--- src/rtl/execute_stage_pkg.sv ---
// Shared constants for the execute stage: datapath width, ALU op codes, forwarding selects.
// Also defines the EX/MEM control bundle carried alongside a result or a pending multiply.
package execute_stage_pkg;

   localparam int DEF_WORD_SIZE = 32;

   localparam logic [3:0] ALU_ADD = 4'b0000;
   localparam logic [3:0] ALU_SUB = 4'b0001;
   localparam logic [3:0] ALU_AND = 4'b0010;
   localparam logic [3:0] ALU_OR  = 4'b0011;
   localparam logic [3:0] ALU_XOR = 4'b0100;
   localparam logic [3:0] ALU_SLT = 4'b0101;
   localparam logic [3:0] ALU_SLL = 4'b0110;
   localparam logic [3:0] ALU_SRL = 4'b0111;
   localparam logic [3:0] ALU_SRA = 4'b1000;
   localparam logic [3:0] ALU_MUL = 4'b1001;

   localparam logic [1:0] FWD_REG = 2'b00;
   localparam logic [1:0] FWD_WB  = 2'b01;
   localparam logic [1:0] FWD_MEM = 2'b10;

   typedef struct packed {
      logic [4:0] rd;
      logic       regWrite;
      logic       memWrite;
      logic       byteAddress;
      logic       readEnable;
      logic [1:0] resultSrc;
   } exCtrl_t;

   localparam int EX_CTRL_W = $bits(exCtrl_t);

endpackage

--- src/rtl/mul_unit.sv ---
// Iterative shift-add multiplier, MUL_STEP multiplier bits per cycle; product ready
// WORD_SIZE/MUL_STEP+1 edges after start. Counting ignores stall; DONE holds until stall drops.
module mul_unit
   import execute_stage_pkg::*;
#(
   parameter int WORD_SIZE = DEF_WORD_SIZE,
   parameter int MUL_STEP  = 8
) (
   input  logic                 clk,
   input  logic                 rst,
   input  logic                 isMul,
   input  logic                 flush,
   input  logic                 stall,
   input  logic [WORD_SIZE-1:0] srcA,
   input  logic [WORD_SIZE-1:0] srcB,
   input  logic [WORD_SIZE-1:0] writeDataIn,
   input  logic [WORD_SIZE-1:0] pcPlus4In,
   input  logic [EX_CTRL_W-1:0] ctrlIn,
   output logic                 busy,
   output logic                 wrProduct,
   output logic [WORD_SIZE-1:0] product,
   output logic [WORD_SIZE-1:0] writeDataOut,
   output logic [WORD_SIZE-1:0] pcPlus4Out,
   output logic [EX_CTRL_W-1:0] ctrlOut
);

   localparam int STEPS = WORD_SIZE / MUL_STEP;
   localparam int CNT_W = $clog2(STEPS + 1);

   localparam logic [1:0] IDLE = 2'd0;
   localparam logic [1:0] RUN  = 2'd1;
   localparam logic [1:0] DONE = 2'd2;

   logic [1:0]           state;
   logic [CNT_W-1:0]     count;
   logic [WORD_SIZE-1:0] mcand;
   logic [WORD_SIZE-1:0] mplier;
   logic [WORD_SIZE-1:0] acc;
   logic [WORD_SIZE-1:0] partial;
   logic                 start;

   assign start     = (state == IDLE) && isMul && !flush && !stall;
   // mcand is pre-shifted each cycle, so the truncated product lands at the right weight
   assign partial   = mcand * WORD_SIZE'(mplier[MUL_STEP-1:0]);
   assign busy      = ((state == IDLE) && isMul) || (state == RUN) || ((state == DONE) && stall);
   assign wrProduct = (state == DONE) && !stall;
   assign product   = acc;

   always_ff @(posedge clk or negedge rst) begin
      if (!rst) begin
         state        <= IDLE;
         count        <= '0;
         mcand        <= '0;
         mplier       <= '0;
         acc          <= '0;
         writeDataOut <= '0;
         pcPlus4Out   <= '0;
         ctrlOut      <= '0;
      end else begin
         case (state)
            IDLE: begin
               if (start) begin
                  state        <= RUN;
                  mcand        <= srcA;
                  mplier       <= srcB;
                  acc          <= '0;
                  count        <= CNT_W'(STEPS);
                  writeDataOut <= writeDataIn;
                  pcPlus4Out   <= pcPlus4In;
                  ctrlOut      <= ctrlIn;
               end
            end
            RUN: begin
               acc    <= acc + partial;
               mcand  <= mcand << MUL_STEP;
               mplier <= mplier >> MUL_STEP;
               count  <= count - CNT_W'(1);
               if (count == CNT_W'(1)) begin
                  state <= DONE;
               end
            end
            DONE: begin
               if (!stall) begin
                  state <= IDLE;
               end
            end
            default: state <= IDLE;
         endcase
      end
   end

endmodule

--- src/rtl/execute_stage.sv ---
// Execute stage: forwarding muxes, ALU, branch resolve and EX/MEM register (1 edge; MUL 6 edges).
// StallM freezes EX/MEM and beats FlushE; MulBusy asks the hazard unit to hold F/D/E.
module execute_stage
   import execute_stage_pkg::*;
#(
   parameter int WORD_SIZE = DEF_WORD_SIZE,
   parameter int MUL_STEP  = 8
) (
   input  logic                 clk,
   input  logic                 rst,
   input  logic [WORD_SIZE-1:0] RD1E,
   input  logic [WORD_SIZE-1:0] RD2E,
   input  logic [WORD_SIZE-1:0] ImmExtE,
   input  logic [WORD_SIZE-1:0] PCE,
   input  logic [WORD_SIZE-1:0] PCPlus4E,
   input  logic [4:0]           RdE,
   input  logic [3:0]           ALUControlE,
   input  logic                 ALUSrcE,
   input  logic                 RegWriteE,
   input  logic                 MemWriteE,
   input  logic                 JumpE,
   input  logic                 BranchE,
   input  logic                 ByteAddressE,
   input  logic                 ReadEnableE,
   input  logic [1:0]           ResultSrcE,
   input  logic [1:0]           ForwardAE,
   input  logic [1:0]           ForwardBE,
   input  logic [WORD_SIZE-1:0] ResultW,
   input  logic                 StallM,
   input  logic                 FlushE,
   output logic [WORD_SIZE-1:0] ALUResultM,
   output logic [WORD_SIZE-1:0] WriteDataM,
   output logic [WORD_SIZE-1:0] PCPlus4M,
   output logic [4:0]           RdM,
   output logic                 RegWriteM,
   output logic                 MemWriteM,
   output logic                 ByteAddressM,
   output logic                 ReadEnableM,
   output logic [1:0]           ResultSrcM,
   output logic [WORD_SIZE-1:0] PCTargetE,
   output logic                 PCSrcE,
   output logic                 MulBusy
);

   localparam int SHW = $clog2(WORD_SIZE);

   logic [WORD_SIZE-1:0] srcA;
   logic [WORD_SIZE-1:0] srcB;
   logic [WORD_SIZE-1:0] writeDataE;
   logic [WORD_SIZE-1:0] aluResult;
   logic                 zero;
   logic                 isMul;
   logic                 mulWrite;
   logic [WORD_SIZE-1:0] mulProduct;
   logic [WORD_SIZE-1:0] mulWriteData;
   logic [WORD_SIZE-1:0] mulPcPlus4;
   logic [EX_CTRL_W-1:0] mulCtrlBits;
   exCtrl_t              ctrlE;
   exCtrl_t              mulCtrl;

   always_comb begin
      case (ForwardAE)
         FWD_WB:  srcA = ResultW;
         FWD_MEM: srcA = ALUResultM;
         default: srcA = RD1E;
      endcase
      case (ForwardBE)
         FWD_WB:  writeDataE = ResultW;
         FWD_MEM: writeDataE = ALUResultM;
         default: writeDataE = RD2E;
      endcase
      srcB = ALUSrcE ? ImmExtE : writeDataE;
   end

   always_comb begin
      aluResult = '0;
      case (ALUControlE)
         ALU_ADD: aluResult = srcA + srcB;
         ALU_SUB: aluResult = srcA - srcB;
         ALU_AND: aluResult = srcA & srcB;
         ALU_OR:  aluResult = srcA | srcB;
         ALU_XOR: aluResult = srcA ^ srcB;
         ALU_SLT: aluResult = {{(WORD_SIZE-1){1'b0}}, $signed(srcA) < $signed(srcB)};
         ALU_SLL: aluResult = srcA << srcB[SHW-1:0];
         ALU_SRL: aluResult = srcA >> srcB[SHW-1:0];
         ALU_SRA: aluResult = $unsigned($signed(srcA) >>> srcB[SHW-1:0]);
         // MUL is produced by mul_unit, never by a combinational multiplier here
         default: aluResult = '0;
      endcase
   end

   assign zero      = (aluResult == '0);
   assign isMul     = (ALUControlE == ALU_MUL);
   assign PCTargetE = PCE + ImmExtE;
   assign PCSrcE    = !MulBusy && (JumpE || (BranchE && zero));

   assign ctrlE = '{rd: RdE, regWrite: RegWriteE, memWrite: MemWriteE,
                    byteAddress: ByteAddressE, readEnable: ReadEnableE,
                    resultSrc: ResultSrcE};
   assign mulCtrl = exCtrl_t'(mulCtrlBits);

   mul_unit #(
      .WORD_SIZE (WORD_SIZE),
      .MUL_STEP  (MUL_STEP)
   ) mulUnit (
      .clk          (clk),
      .rst          (rst),
      .isMul        (isMul),
      .flush        (FlushE),
      .stall        (StallM),
      .srcA         (srcA),
      .srcB         (srcB),
      .writeDataIn  (writeDataE),
      .pcPlus4In    (PCPlus4E),
      .ctrlIn       (ctrlE),
      .busy         (MulBusy),
      .wrProduct    (mulWrite),
      .product      (mulProduct),
      .writeDataOut (mulWriteData),
      .pcPlus4Out   (mulPcPlus4),
      .ctrlOut      (mulCtrlBits)
   );

   always_ff @(posedge clk or negedge rst) begin
      if (!rst) begin
         ALUResultM   <= '0;
         WriteDataM   <= '0;
         PCPlus4M     <= '0;
         RdM          <= '0;
         RegWriteM    <= 1'b0;
         MemWriteM    <= 1'b0;
         ByteAddressM <= 1'b0;
         ReadEnableM  <= 1'b0;
         ResultSrcM   <= '0;
      end else if (!StallM) begin
         if (mulWrite) begin
            ALUResultM   <= mulProduct;
            WriteDataM   <= mulWriteData;
            PCPlus4M     <= mulPcPlus4;
            RdM          <= mulCtrl.rd;
            RegWriteM    <= mulCtrl.regWrite;
            MemWriteM    <= mulCtrl.memWrite;
            ByteAddressM <= mulCtrl.byteAddress;
            ReadEnableM  <= mulCtrl.readEnable;
            ResultSrcM   <= mulCtrl.resultSrc;
         end else if (MulBusy || FlushE) begin
            ALUResultM   <= '0;
            WriteDataM   <= '0;
            PCPlus4M     <= '0;
            RdM          <= '0;
            RegWriteM    <= 1'b0;
            MemWriteM    <= 1'b0;
            ByteAddressM <= 1'b0;
            ReadEnableM  <= 1'b0;
            ResultSrcM   <= '0;
         end else begin
            ALUResultM   <= aluResult;
            WriteDataM   <= writeDataE;
            PCPlus4M     <= PCPlus4E;
            RdM          <= RdE;
            RegWriteM    <= RegWriteE;
            MemWriteM    <= MemWriteE;
            ByteAddressM <= ByteAddressE;
            ReadEnableM  <= ReadEnableE;
            ResultSrcM   <= ResultSrcE;
         end
      end
   end

endmodule

--- config.mk ---
export PLATFORM = sky130hd
export DESIGN_NAME = execute_stage
export DESIGN_NICKNAME = d
export VERILOG_FILES = /design/src/rtl/execute_stage_pkg.sv /design/src/rtl/mul_unit.sv /design/src/rtl/execute_stage.sv
export SDC_FILE = /design/constraint.sdc
export NUM_CORES = 2
export LEC_CHECK = 0
export ABC_CLOCK_PERIOD_IN_PS = 7200
export BUFFER_PORTS_ARGS = -buffer_cell sky130_fd_sc_hd__buf_2
export CAP_MARGIN = 20
export CORE_UTILIZATION = 40
export DETAILED_ROUTE_END_ITERATION = 16
export GPL_TIMING_DRIVEN = 0
export PLACE_DENSITY = 0.58
export REMOVE_ABC_BUFFERS = 1
export SKIP_CTS_REPAIR_TIMING = 1
export SLEW_MARGIN = 15
export SYNTH_ARGS = -nofsm -noshare
export SYNTH_HDL_FRONTEND = slang
export SYNTH_HIERARCHICAL = 1
export SYNTH_SLANG_ARGS = --single-unit
export TNS_END_PERCENT = 100
--- constraint.sdc ---
create_clock -name clk -period 7.2 [get_ports clk]
set_clock_uncertainty 0.2 [all_clocks]
set_input_delay 0.72 -clock clk [delete_from_list [all_inputs] [get_ports clk]]
set_output_delay 0.72 -clock clk [all_outputs]
set_load 0.01 [all_outputs]
* Word level (Yosys, flattened, before mapping) *
Cells that the tools add are included.

word-level totals
  register bits after elaboration = 283
  bits in latches = 0
  memory bits (writable) = 0
  ROM bits = 0
  input port bits = 218
  output and inout port bits = 141
  word-level logic and storage cells = 104
  memories kept = 0

operators by class
  add/sub/neg operators = 5
  $mul = 1
  divide/modulo/power cells = 0
  order comparisons = 1
  equal/unequal tests = 19
  shift operators = 3
  mux-type cells = 34
  bitwise operators = 3
  reductions and logical operators = 21

operators with widths
  cell                                           count
  2-to-1 mux 32 bit                              10
  case mux 32 bit (2 select lines)               5
  case mux 32 bit (9 select lines)               1
  adder 32 bit                                   3
  bitwise AND 32 bit                             1
  logical NOT 32 bit                             1
  < comparator 32 bit                            1
  multiplier 32 x 8 -> 32 bit                    1
  OR 32 bit                                      1
  << shifter 32 x 5 -> 32 bit                    1
  >> shifter 32 x 5 -> 32 bit                    1
  >>> shifter 32 x 5 -> 32 bit                   1
  subtractor 32 bit                              1
  XOR 32 bit                                     1
  == test 4 x 3 -> 1 bit, second input constant  4
  2-to-1 mux 2 bit                               5
  2-to-1 mux 5 bit                               2
  == test 4 x 2 -> 1 bit, second input constant  2
  == test 4 bit, second input constant           2
  2-to-1 mux 1 bit                               8
  logical AND 1 bit                              7
  == test 2 x 1 -> 1 bit, second input constant  3
  == test 2 bit, second input constant           3
  case mux 2 bit (3 select lines)                1
  other kinds (14)                               21

* Depth between registers and ports, before layout *
  word-level depth = 9
  depth in mapped cells = 24
  gate-level depth less buffers = 21

* Cells and area by module *
Netlist, hierarchy kept.

modules (own cells, without submodules)
  module         instances  cells each  area each (µm²)  seq. area each (µm²)
  execute_stage  1          2250        16283.1          2677.6
  mul_unit       1          1635        14441.4          4404.2

* Worst setup path after synthesis *
Ideal clock, no wire load.

  path kind = input to output
  start = input ForwardBE[0]
  end = output PCSrcE
  data arrival time = 5826 ps
  data required time = 6280 ps
  slack = 454 ps
  stages on the path = 23
  buffers on the path = 5
  cells stage by stage = inv_1 > ha_1 > buf_4 > a221oi_1 > o31a_1 > clkbuf_1 > buf_1 > clkbuf_1 > ha_1 > buf_2 > a2111o_1 > a31o_1 > o21ai_0 > o21ba_2 > o22ai_1 > or3b_1 > a221oi_1 > o21ai_0 > or4_1 > nor3_1 > and4_1 > nand3_1 > o32ai_2

between the ends
  word-level cells in the longest chain between the ends = 9
  elaborated cells on any way between the ends = 18
  classes of those cells = add/sub (2); order compare (1); eq/ne (2); shift (3); mux (3); bitwise (3); reduce/logical (4)

RTL lines
  what                                                     RTL line             source
  start, declared                                          execute_stage.sv:27  input logic [1:0] ForwardBE,
  == test 2 bit or == test 2 x 1 -> 1 bit (tied branches)  execute_stage.sv:67  case (ForwardBE)
  case mux 32 bit (2 select lines) *                       execute_stage.sv:67
  2-to-1 mux 32 bit *                                      execute_stage.sv:72  srcB = ALUSrcE ? ImmExtE : writeDataE;
  subtractor 32 bit (tied with other cells)                execute_stage.sv:79  ALU_SUB: aluResult = srcA - srcB;
  case mux 32 bit (9 select lines) *                       execute_stage.sv:77  case (ALUControlE)
  logical NOT 32 bit *                                     execute_stage.sv:92  assign zero = (aluResult == '0);
  logical AND 1 bit *                                      execute_stage.sv:95  assign PCSrcE = !MulBusy && (JumpE || (BranchE && zero));
  logical OR 1 bit *                                       execute_stage.sv:95
  logical AND 1 bit *                                      execute_stage.sv:95
  end, declared                                            execute_stage.sv:41  output logic PCSrcE,

Every way passes the cells marked *; elsewhere a longest branch is shown, timed or not.

* Final worst setup path *
Ends and elaborated chain as after synthesis.

==> results by group <==
Setup path
  • Data required time at the worst endpoint: 6.28 ns
  • Worst setup EP type: primary output
  • Worst r2r path cells: 16
  • Max Fanout on Critical Path: 20
  • Worst Path Arrival: 6.29 ns
  • Crit Path Class: in -> out
  • Worst flop-to-flop path startpoint: mulUnit/mplier[6]
  • Sort of element at the start of the critical path: input port
  • Critical Path Start: ForwardBE[0]

Clock tree
  • Clock slew at the register clock pins of the worst setup and hold paths: 0.06 ns
  • H-tree level count: 2
  • Maximum root-to-sink buffer count: 3
  • Cell at the root of the clock tree: sky130_fd_sc_hd__clkbuf_16
  • Number of clock buffers inserted by TritonCTS: 37
  • Clock tree from TritonCTS: yes
  • Insertion delay of the later-clocked pin in the worst-skew pair: 0.58 ns
  • Number of sinks handled by clock tree synthesis: 283

Placement
  • Number of placed instances, taps included: 5,077
  • Hpwl dp: 106 mm
  • Worst slack at placement: -2.17 ns
  • Number of port buffers: 358
  • Final RePlAce weighted congestion: 1.05

Timing
  • Least-Margin Pin Slew: 1.30 ns
  • Minimum clock period after layout: 7.21 ns
  • Post-Route Hold Slack: 0.154 ns
  • Worst max-slew margin expressed relative to the limit: 0.124
  • Fmax: 0.139 GHz
  • Endpoints failing hold: 0
  • Final period util: 1.00
  • Number of failing setup endpoints in the final timing report: 1
  • Pins Over Slew Limit: 0
  • Crit path setup slack, layout: -0.00611 ns

Cells and area
  • Leading cell types in the layout, fill and taps excluded: 645 x sky130_fd_sc_hd__nand2_1, 366 x sky130_fd_sc_hd__inv_1, 361 x sky130_fd_sc_hd__buf_2, 280 x sky130_fd_sc_hd__dfrtp_1, 269 x sky130_fd_sc_hd__o21ai_0
  • Post-layout instance count excluding filler cells: 5,192
  • Leading cell type in the layout, fill and taps excluded: sky130_fd_sc_hd__nand2_1
  • Filler instances: 7,568
  • Synthesis-to-finish area growth: 17.7%
  • Final core occ: 0.476
  • Fraction of final layout cells sized beyond drive strength 1: 0.164
  • Final net count: 4,710

Min path
  • Hold Path Origin: PCPlus4E[28]
  • Worst hold stages: 3
  • Hold Path Class: in -> reg

Pwr
  • Maximum vdd drop: 416 uV
  • Leakage power: 17.4 nW
  • Power density over the cells: 387 nW/um^2

Global routing
  • GRT overflow: 0
  • Largest net degree at the start of global routing: 126
  • Number of global-route vias before repair: 29,800
  • First-pass GRT wire length: 199 mm
  • Initial antenna violation count: 7
  • GRT Resource Usage Total: 0.342

Run status
  • Violated checks: negative setup slack
  • Run status: finished with violations

Synth
  • Flops & latches, synth: 283
  • Flip-flop cell with the highest count after synthesis: sky130_fd_sc_hd__dfrtp_1
  • Register area share after synthesis: 0.230
  • Post-Synthesis Mean Instance Area: 7.91 um^2
  • EDFF count, synth: 0
  • Number of warnings printed during yosys synthesis: 6
  • Share of flip-flops with an asynchronous set or reset after synthesis: 1.00
  • Number of library cell types mapped by synthesis: 93
  • Cell count after synthesis: 3,885
  • Syn Std Cell Area: 30,700 um^2

Floorplanning
  • Area inside the core boundary: 75,900 um^2
  • Std-Cell Rows: 101
  • Area of the die: 77,900 um^2
  • Die X-Extent: 279 um
  • Initial Utilization: 0.405
  • Count of pins on the block boundary: 359
  • Die Y-Extent: 279 um

Detailed routing
  • Residual antenna-violating net count after detailed routing: 0
  • Routed vias/inst: 6.03
  • Number of violations reported at the end of detailed-routing iteration 0: 3,214
  • Vias post-DR: 31,300
  • Post-route DRC: 0
  • Total Wirelength: 138 mm
  • Routed length per instance: 26.6 um
  • Iteration count of the initial detailed-routing pass: 6

Flow run
  • Max-capacitance violation count: 0
## synthesized netlist by cell type, types with 32 or more instances
library cell               instances  area [um^2]
sky130_fd_sc_hd__a22oi_1         181         1360
sky130_fd_sc_hd__o22ai_1          77          482
sky130_fd_sc_hd__inv_1           369         1390
sky130_fd_sc_hd__ha_1            175         2190
sky130_fd_sc_hd__a221o_1          32          320
sky130_fd_sc_hd__clkbuf_1        203          762
sky130_fd_sc_hd__nand3_1          85          425
sky130_fd_sc_hd__xnor2_1          44          385
sky130_fd_sc_hd__dfrtp_1         283         7080
sky130_fd_sc_hd__o21ai_1          41          205
sky130_fd_sc_hd__mux2i_1         128         1280
sky130_fd_sc_hd__nor2_1          236          886
sky130_fd_sc_hd__nand2_1         647         2430
sky130_fd_sc_hd__and2_1          153          957
sky130_fd_sc_hd__o21ai_0         276         1380
sky130_fd_sc_hd__nor3_1           50          250
sky130_fd_sc_hd__a21oi_1         158          791
sky130_fd_sc_hd__o211ai_1         33          248
sky130_fd_sc_hd__fa_1            189         3780
## final timing paths
check                                               to  slack, ns
worst min register to register      mulUnit/ctrlOut[3]       0.27
worst min-delay path            mulUnit/pcPlus4Out[28]       0.15
worst max register to register     mulUnit/product[30]       1.27
max in group asynchronous                 PCPlus4M[30]       5.21
worst max-delay path                            PCSrcE     -0.006
min in group asynchronous                 PCPlus4M[17]       0.43
## cells by family after synthesis
kind of cell             synth area share
adder cells (fa/ha/maj)             0.194
AO/OA/AOI/OAI                       0.234
multiplexers                       0.0516
buffers and inverters              0.0810
AND/OR/NAND/NOR                     0.190
flip-flops                          0.230
XOR/XNOR                           0.0188
## metrics by stage
stage	total power, W	TNS (ns)	instance area (um^2)
2_1_floorplan	0.00874	-729.25	29600
4_1_cts	0.0138	-3.97	35100
5_1_grt	0.0152	-0.0759	36200
6_report	0.0140	-0.00611	36200
3_5_place_dp	0.0117	-10.07	33900
3_3_place_gp	0.0116	-5094.36	32700
## critical path, cell delays in order
cell and delay (ns):
sky130_fd_sc_hd__buf_2 0.12, sky130_fd_sc_hd__inv_1 0.07, sky130_fd_sc_hd__ha_4 0.24, sky130_fd_sc_hd__buf_12 0.19
sky130_fd_sc_hd__a221oi_4 0.42, sky130_fd_sc_hd__o31a_4 0.33, sky130_fd_sc_hd__clkinvlp_4 0.17, sky130_fd_sc_hd__ha_1 0.27
sky130_fd_sc_hd__or3_1 0.48, sky130_fd_sc_hd__o22a_1 0.26, sky130_fd_sc_hd__o31ai_4 0.06, sky130_fd_sc_hd__buf_4 0.19
sky130_fd_sc_hd__o21ai_4 0.14, sky130_fd_sc_hd__or2_1 0.31, sky130_fd_sc_hd__a21oi_1 0.25, sky130_fd_sc_hd__o22ai_1 0.17
sky130_fd_sc_hd__a2111oi_4 0.49, sky130_fd_sc_hd__nand2_1 0.12, sky130_fd_sc_hd__nor4_2 0.23, sky130_fd_sc_hd__and4_4 0.32
sky130_fd_sc_hd__nand3_1 0.17, sky130_fd_sc_hd__o32ai_2 0.31, sky130_fd_sc_hd__buf_2 0.19
## power by group
part	internal, W	switching (W)
registers	0.00204	0.000730
clock network	0.00115	0.000817
logic	0.00359	0.00565
total	0.00678	0.00720
## sequential cells by signal (all words and copies together) (netlist names), 32 cells and up
name                  flops
mulUnit/mplier           32
WriteDataM               32
mulUnit/pcPlus4Out       32
ALUResultM               32
PCPlus4M                 32
mulUnit/writeDataOut     32
mulUnit/product          32
mulUnit/mcand            32
## layer usage
metal  GRT usage  up-vias  share of wire
met4       0.147        6          0.049
met3      0.0616      308          0.083
met1       0.447    15500           0.41
met2       0.555     1518           0.46
met5           0        -        0.00023
li1            -    13900              -
## final cells by class
class / instances / area, um^2 / area share
inverter: 374 / 1450 / 0.0401
multi-input combinational: 2972 / 21900 / 0.605
sequential: 283 / 7090 / 0.196
tap: 1030 / 1290 / 0.0356
timing repair buffer: 458 / 3180 / 0.0879
timing repair inverter: 2 / 13.8 / 0.000381
antenna: 5 / 12.5 / 0.000346
clock buffer: 48 / 1020 / 0.0281
clock inverter: 20 / 249 / 0.00689
No activity file was read; power rests on OpenSTA's default activity.
